===== config.mk =====
export PLATFORM = sky130hd
export DESIGN_NAME = cb_desegment
export DESIGN_NICKNAME = d
export VERILOG_FILES = /design/src/rtl/cb_desegment.sv
export SDC_FILE = /design/constraint.sdc
export NUM_CORES = 1
export LEC_CHECK = 0
export CORE_MARGIN = 2
export CORE_UTILIZATION = 45
export DETAILED_ROUTE_END_ITERATION = 10
export DONT_BUFFER_PORTS = 1
export GPL_ROUTABILITY_DRIVEN = 1
export PLACE_DENSITY = 0.65
export SLEW_MARGIN = 40
export SYNTH_ARGS = -nofsm -noshare
export SYNTH_HDL_FRONTEND = slang
export SYNTH_SLANG_ARGS = --single-unit

===== constraint.sdc =====
create_clock -name clk -period 6.8 [get_ports clk]
set_input_delay 1.36 -clock clk [delete_from_list [all_inputs] [get_ports clk]]
set_output_delay 1.36 -clock clk [all_outputs]
set_load 0.03 [all_outputs]

===== src/rtl/cb_desegment.sv =====
// cb_desegment: strips filler, forwards payload bits, checks CRC-24B per block; CB_DESEG_STATS_EN adds block/CRC-error counters
module cb_desegment #(
  parameter int CNT_W   = 13,
  parameter int K_LARGE = 6144,
  parameter int K_SMALL = 1056
) (
  input  logic clk,
  input  logic reset_n,
  input  logic in_start,
  input  logic in_block_size,
  input  logic in_req_crc,
  input  logic in_valid,
  input  logic in_data,
  input  logic in_filling,
  input  logic in_crc,
  output logic in_ready,
  input  logic out_full,
  output logic out_wreq,
  output logic out_data,
  output logic blk_done,
  output logic crc_ok,
  output logic err_proto
`ifdef CB_DESEG_STATS_EN
  ,
  output logic [15:0] blk_cnt,
  output logic [15:0] crc_err_cnt
`endif
);
  typedef enum logic [2:0] {IDLE, FILL, DATA, CHECK, DONE} state_t;
  localparam logic [23:0] POLY = 24'h800063;
  state_t state, state_nx;
  logic [CNT_W-1:0] cnt, cnt_dec, k_sel;
  logic [23:0] lfsr, lfsr_nx;
  logic req_q, acc, wr, feed, bad;
  assign k_sel = in_block_size ? CNT_W'(K_LARGE) : CNT_W'(K_SMALL);
  assign cnt_dec = (cnt == '0) ? '0 : cnt - CNT_W'(1);
  assign in_ready = (state == FILL || state == DATA || state == CHECK) & ~out_full;
  assign acc = in_valid & in_ready;
  assign wr = acc & ((state == DATA) | ((state == FILL) & ~in_filling));
  assign feed = wr | (acc & (state == CHECK));
  assign lfsr_nx = {lfsr[22:0], 1'b0} ^ ({24{lfsr[23] ^ in_data}} & POLY);
  assign bad = acc & ((in_filling & (state != FILL)) | (in_crc != (state == CHECK)));
  assign blk_done = (state == DONE);
  assign crc_ok = blk_done & ((lfsr == '0) | ~req_q);
  always_comb begin
    state_nx = state;
    if (in_start) state_nx = FILL;
    else
      case (state)
        FILL:    if (acc) state_nx = (cnt_dec == '0) ? DONE : in_filling ? FILL :
                                     (req_q && cnt_dec == CNT_W'(24)) ? CHECK : DATA;
        DATA:    if (acc) state_nx = (cnt_dec == '0) ? DONE :
                                     (req_q && cnt_dec == CNT_W'(24)) ? CHECK : DATA;
        CHECK:   if (acc && cnt_dec == '0) state_nx = DONE;
        DONE:    state_nx = IDLE;
        default: state_nx = state;
      endcase
  end
  always_ff @(posedge clk or negedge reset_n) begin
    if (!reset_n) begin
      state     <= IDLE;
      cnt       <= '0;
      lfsr      <= '0;
      req_q     <= 1'b0;
      err_proto <= 1'b0;
      out_wreq  <= 1'b0;
      out_data  <= 1'b0;
    end else begin
      state    <= state_nx;
      out_wreq <= wr;
      out_data <= wr & in_data;
      if (in_start) begin
        cnt       <= k_sel;
        req_q     <= in_req_crc;
        lfsr      <= '0;
        err_proto <= (state != IDLE);
      end else begin
        if (acc) cnt <= cnt_dec;
        if (feed) lfsr <= lfsr_nx;
        if (bad) err_proto <= 1'b1;
      end
    end
  end
`ifdef CB_DESEG_STATS_EN
  always_ff @(posedge clk or negedge reset_n) begin
    if (!reset_n) begin
      blk_cnt     <= '0;
      crc_err_cnt <= '0;
    end else if (blk_done) begin
      blk_cnt     <= blk_cnt + 16'd1;
      crc_err_cnt <= crc_err_cnt + {15'd0, ~crc_ok};
    end
  end
`endif
endmodule


Yosys cells after proc, flatten, opt, wreduce, memory -nomap -nowiden
Cells that the tools add are included.
{"block": "totals", "output_inout_bits": 6, "wordCells": 66, "input_bits": 10, "ff_bits": 44}
{"block": "classes", "add_sub_neg": 1, "mux": 17, "n_reduce_logical": 13, "eq_ne": 10, "bitwise_logic": 18}
{"operator": "13-bit two-way mux", "n": 4}
{"operator": "24-bit two-way mux", "n": 2}
{"operator": "13-bit logical NOT", "n": 2}
{"operator": "24-bit logical NOT", "n": 1}
{"operator": "24-bit bitwise XOR", "n": 1}
{"operator": "3-bit two-way mux", "n": 7}
{"operator": "13-bit by 5-bit == test with 1-bit output (second input constant)", "n": 1}
{"operator": "13-bit by 1-bit subtractor with 13-bit output (second input constant)", "n": 1}
{"operator": "3-bit case mux with 4 select lines", "n": 1}
{"operator": "1-bit bitwise AND", "n": 9}
{"operator": "3-bit by 2-bit == test with 1-bit output (second input constant)", "n": 2}
{"operator": "3-bit != test (second input constant)", "n": 2}
{"operator": "2-bit nonzero test", "n": 3}
{"operator": "5-bit nonzero test", "n": 1}
{"operator": "1-bit OR", "n": 4}
{"operator": "4-bit AND reduction", "n": 1}
{"operator": "3-bit by 1-bit == test with 1-bit output (second input constant)", "n": 1}
{"operator": "3-bit == test (second input constant)", "n": 1}
{"operator": "1-bit two-way mux", "n": 3}
{"operator": "3-bit by 1-bit != test with 1-bit output (second input constant)", "n": 1}
{"operator": "3-bit by 2-bit != test with 1-bit output (second input constant)", "n": 1}
{"operator": "1-bit NOT", "n": 3}
{"operator": "3-bit nonzero test", "n": 1}
{"operator": "1-bit logical AND", "n": 2}
{"operator": "other kinds (3)", "n": 4}

Logic depth before layout (Yosys ltp)
{"block": "logic_depth", "depth_word": 10, "mapped_depth": 11, "depth_no_buf": 9}

Least setup slack after synthesis
OpenSTA, ideal clock, no wires.
{"block": "synth_timing", "path_type": "input to output", "startpoint": "in out_full", "endpoint": "out in_ready", "required_time_ns": 5.440, "path_buffers": 0, "t_arrival_ns": 2.041, "path_stages": 1, "setup_slack_ns": 3.399, "cell_sequence": "nor3_1"}
{"block": "synth_between", "elab_chain_cells": 2}
{"element": "start: declaration", "line_no": "17", "text": "input logic out_full,"}
{"element": "1-bit NOT", "line_no": "37", "text": "assign in_ready = (state == FILL || state == DATA || state == CHECK) & ~out_full;"}
{"element": "1-bit bitwise AND", "line_no": "37"}
{"element": "end: declaration", "line_no": "16", "text": "output logic in_ready,"}
Every way passes these cells.

Worst setup path in the final report
{"block": "layout_timing", "startpoint": "reg state[1]", "endpoint": "out crc_ok"}
{"block": "layout_between", "elab_chain_cells": 2}
{"element": "start: declaration", "line_no": "31", "text": "state_t state, state_nx;"}
{"element": "start signal: assignment", "line_no": "69", "text": "state <= state_nx;"}
{"element": "3-bit == test", "line_no": "43", "text": "assign blk_done = (state == DONE);"}
{"element": "net blk_done", "line_no": "20", "text": "output logic blk_done,"}
{"element": "1-bit bitwise AND", "line_no": "44", "text": "assign crc_ok = blk_done & ((lfsr == '0) | ~req_q);"}
{"element": "end: declaration", "line_no": "21", "text": "output logic crc_ok,"}
The timed path passes the listed nets, and every way through them passes these cells.

==> reports/qor.csv <==
metric,value,unit
status,completed,
setup bufs post-CTS,0,
pwr dens,253,nW/µm²
WL per Instance,15.1,µm
fin. max-slew vios,0,
"Hold Vio Cnt, Final",0,
syn_area_per_cell,8.75,µm²
RSZ-0062 raised after global routing,no,
vias in the first global route,1817,
Clock Tree Buf Depth,2,
gr usage total,0.183,
core area,5510,µm²
post-route ant nets,0,
critical path class,flop to primary output,
Vias,2072,
clk root buf,clkbuf_8,
vias per cell,5.85,
total power,0.672,mW
Fin Clk Skew,0.00524,ns
CTS Sinks,44,
number of I/O port buffers,0,
grt ovf,0,
Max Freq,0.284,GHz
Ys Warns,0,
CTS buffer count,5,
post-DP HPWL,3630,µm
DR DRC count,0,
Post-CTS Resized,0,
first-pass GRT wire length,8960,µm
Leakage,1.09,nW
nets,293,
Area Growth Syn to Fin,3.56,%
diode count,0,
Final Util,0.482,
"flops & latches, synth",44,
Final Cell Area,2660,µm²
syn nets,305,
Setup TNS,0,ns
M3 GR Usage,0.0464,
post-synthesis sequential area ratio,0.429,
FP Rows,27,
Hold Path Class,flop to flop,
cells along the critical path,or2_4 -> nor2_1 -> and2_1,
Starting DRT DRC Count,119,
RD Place Congestion,0.866,
"Slowest-stage cell, CP",nor2_1,
H-tree depth,2,
CP peak stage delay,0.65,ns
mapped cell area,2560,µm²
die area,6320,µm²
share of cells above drive strength 1,0.0993,
Die Span Y,79.5,µm
Final Cycle Share,0.518,
Initial Utilization,0.466,
Critical Path Start Type,flop,
Syn Inst Count,293,
Unique masters post-synth,54,
# Max-Cap Violations,0,
worst skew pair latency,0.31,ns
CTS tree,built,
hold buffer count at cts,0,
Area after DPL,2540,µm²
GR Layer Usage met1,0.252,
required time of the critical path,5.44,ns
worst slew pin tran,0.852,ns
ys flop type,dfrtp_1,
Die X,79.5,µm
CP Capture Type,primary output,
Global Route met2 Usage,0.281,
maximum fanout along the worst path,11,
crit path DAT,2.16,ns
worst vdd ir,0.131,mV
drt first pass iters,4,
r2r setup slk,3.94,ns
pin count of the biggest net entering global routing,45,
GRT busiest layer,met2,
number of synthesized flops with an enable pin,0,
"FFs w/ async S/R, synth",1.00,
setup violators final,0,
Worst slew margin,0.430,
fin crit period,3.52,ns
clock-pin slew on the worst setup and hold paths,0.08,ns
# IOs,16,
initial antenna violation count,0,
Detailed Route WL,5340,µm
-- flip-flops by register name, summed over array words and instances (netlist names) --
| register | flops |
|---|---|
| lfsr | 24 |
| cnt | 13 |
| state | 3 |
| err_proto | 1 |
| out_data | 1 |
| out_wreq | 1 |
| req_q | 1 |
-- where the power goes --
group	internal, mW	leakage, nW	switching (mW)
sequential	0.281	0.588	0.0352
clock	0.109	0.0541	0.0965
combinational	0.0644	0.444	0.0860
-- layout by cell type, fill, tap and decap left out, types with 2 or more instances in the layout --
cell type / instances
nand2_1: 57
dfrtp_1: 44
nor2_1: 26
a21oi_1: 18
o21ai_0: 16
o21ai_1: 12
nand3_1: 9
nor3_1: 9
inv_1: 7
nor4_1: 7
nand4_1: 5
clkbuf_8: 5
nor3_2: 4
xnor2_1: 4
a31oi_1: 3
o31ai_1: 3
mux2i_1: 3
a22oi_1: 3
nand3b_1: 3
and2_1: 2
xor2_1: 2
o211ai_1: 2
or4b_1: 2
a21oi_2: 2
mux2_2: 2
a211oi_1: 2
ha_1: 2
-- worst max-delay path: cells and delay by family, from the launching register on --
| family | cells | cell delay, ns |
|---|---|---|
| and+or+nand+nor | 3 | 1.36 |
| DFF | 1 | 0.49 |
-- layer usage --
| layer | vias to the layer above | part of all wire | wire, µm |
|---|---|---|---|
| met1 | 1003 | 0.47 | 2530 |
| met2 | 50 | 0.47 | 2510 |
| met4 | 0 | 0.012 | 62 |
| li1 | 1013 | - | - |
| met5 | - | 0 | 0 |
| met3 | 6 | 0.046 | 244 |
-- layout make-up --
class,count,area [µm²]
multi-input combinational,222,1320
timing repair buffer,1,7.51
clock inverter,3,42.5
clock buffer,5,68.8
sequential,44,1100
tap,72,90.1
inverter,7,26.3
fill,517,2850
-- worst paths after layout --
path	start	endpoint	cells past startpoint
worst max-delay path	state[1]	crc_ok	3
worst min-delay path	lfsr[7]	lfsr[7]	2
worst max register to register	cnt[0]	state[0]	9
worst min register to register	lfsr[7]	lfsr[7]	2
max in group asynchronous	reset_n	lfsr[5]	0
min in group asynchronous	reset_n	cnt[8]	0
-- cell usage after synthesis (all sizes together) (2+ instances only) --
| library cell | instances | share of area |
|---|---|---|
| o211ai | 3 | 0.011 |
| a31oi | 3 | 0.0073 |
| nor3 | 13 | 0.031 |
| xnor2 | 4 | 0.014 |
| a211oi | 2 | 0.0059 |
| nor2 | 27 | 0.040 |
| mux2 | 4 | 0.019 |
| inv | 7 | 0.010 |
| nand3b | 3 | 0.0088 |
| nand2 | 57 | 0.083 |
| buf | 8 | 0.027 |
| nand4 | 5 | 0.012 |
| o31ai | 3 | 0.0088 |
| dfrtp | 44 | 0.43 |
| clkbuf | 12 | 0.021 |
| o2111ai | 2 | 0.0093 |
| o21ai | 29 | 0.058 |
| a22oi | 3 | 0.0088 |
| and2 | 2 | 0.0049 |
| or4b | 2 | 0.0078 |
| mux2i | 3 | 0.012 |
| nor4 | 8 | 0.025 |
| nand3 | 9 | 0.018 |
| nor4b | 2 | 0.015 |
| ha | 2 | 0.0098 |
| xor2 | 2 | 0.0068 |
| a21oi | 20 | 0.042 |
-- cell families (layout without fill, tap and decap cells) --
family | Yosys count | in the layout | synth area share
simple gates | 132 | 132 | 0.260
compound gates | 75 | 75 | 0.191
flops | 44 | 44 | 0.429
buf+inv | 27 | 16 | 0.0590
mux | 7 | 7 | 0.0307
xor+xnor | 6 | 6 | 0.0205
fa+ha+maj | 2 | 2 | 0.00975
-- through the flow --
stage | worst slack, ns | instances | hold slack (ns)
2_1_floorplan | 3.40 | 293 | 0.463
3_3_place_gp | 3.38 | 346 | 0.493
3_5_place_dp | 3.38 | 346 | 0.493
4_1_cts | 3.28 | 354 | 0.519
5_1_grt | 3.19 | 354 | 0.535
6_report | 3.28 | 354 | 0.519
No activity file was read; power rests on OpenSTA's default activity.
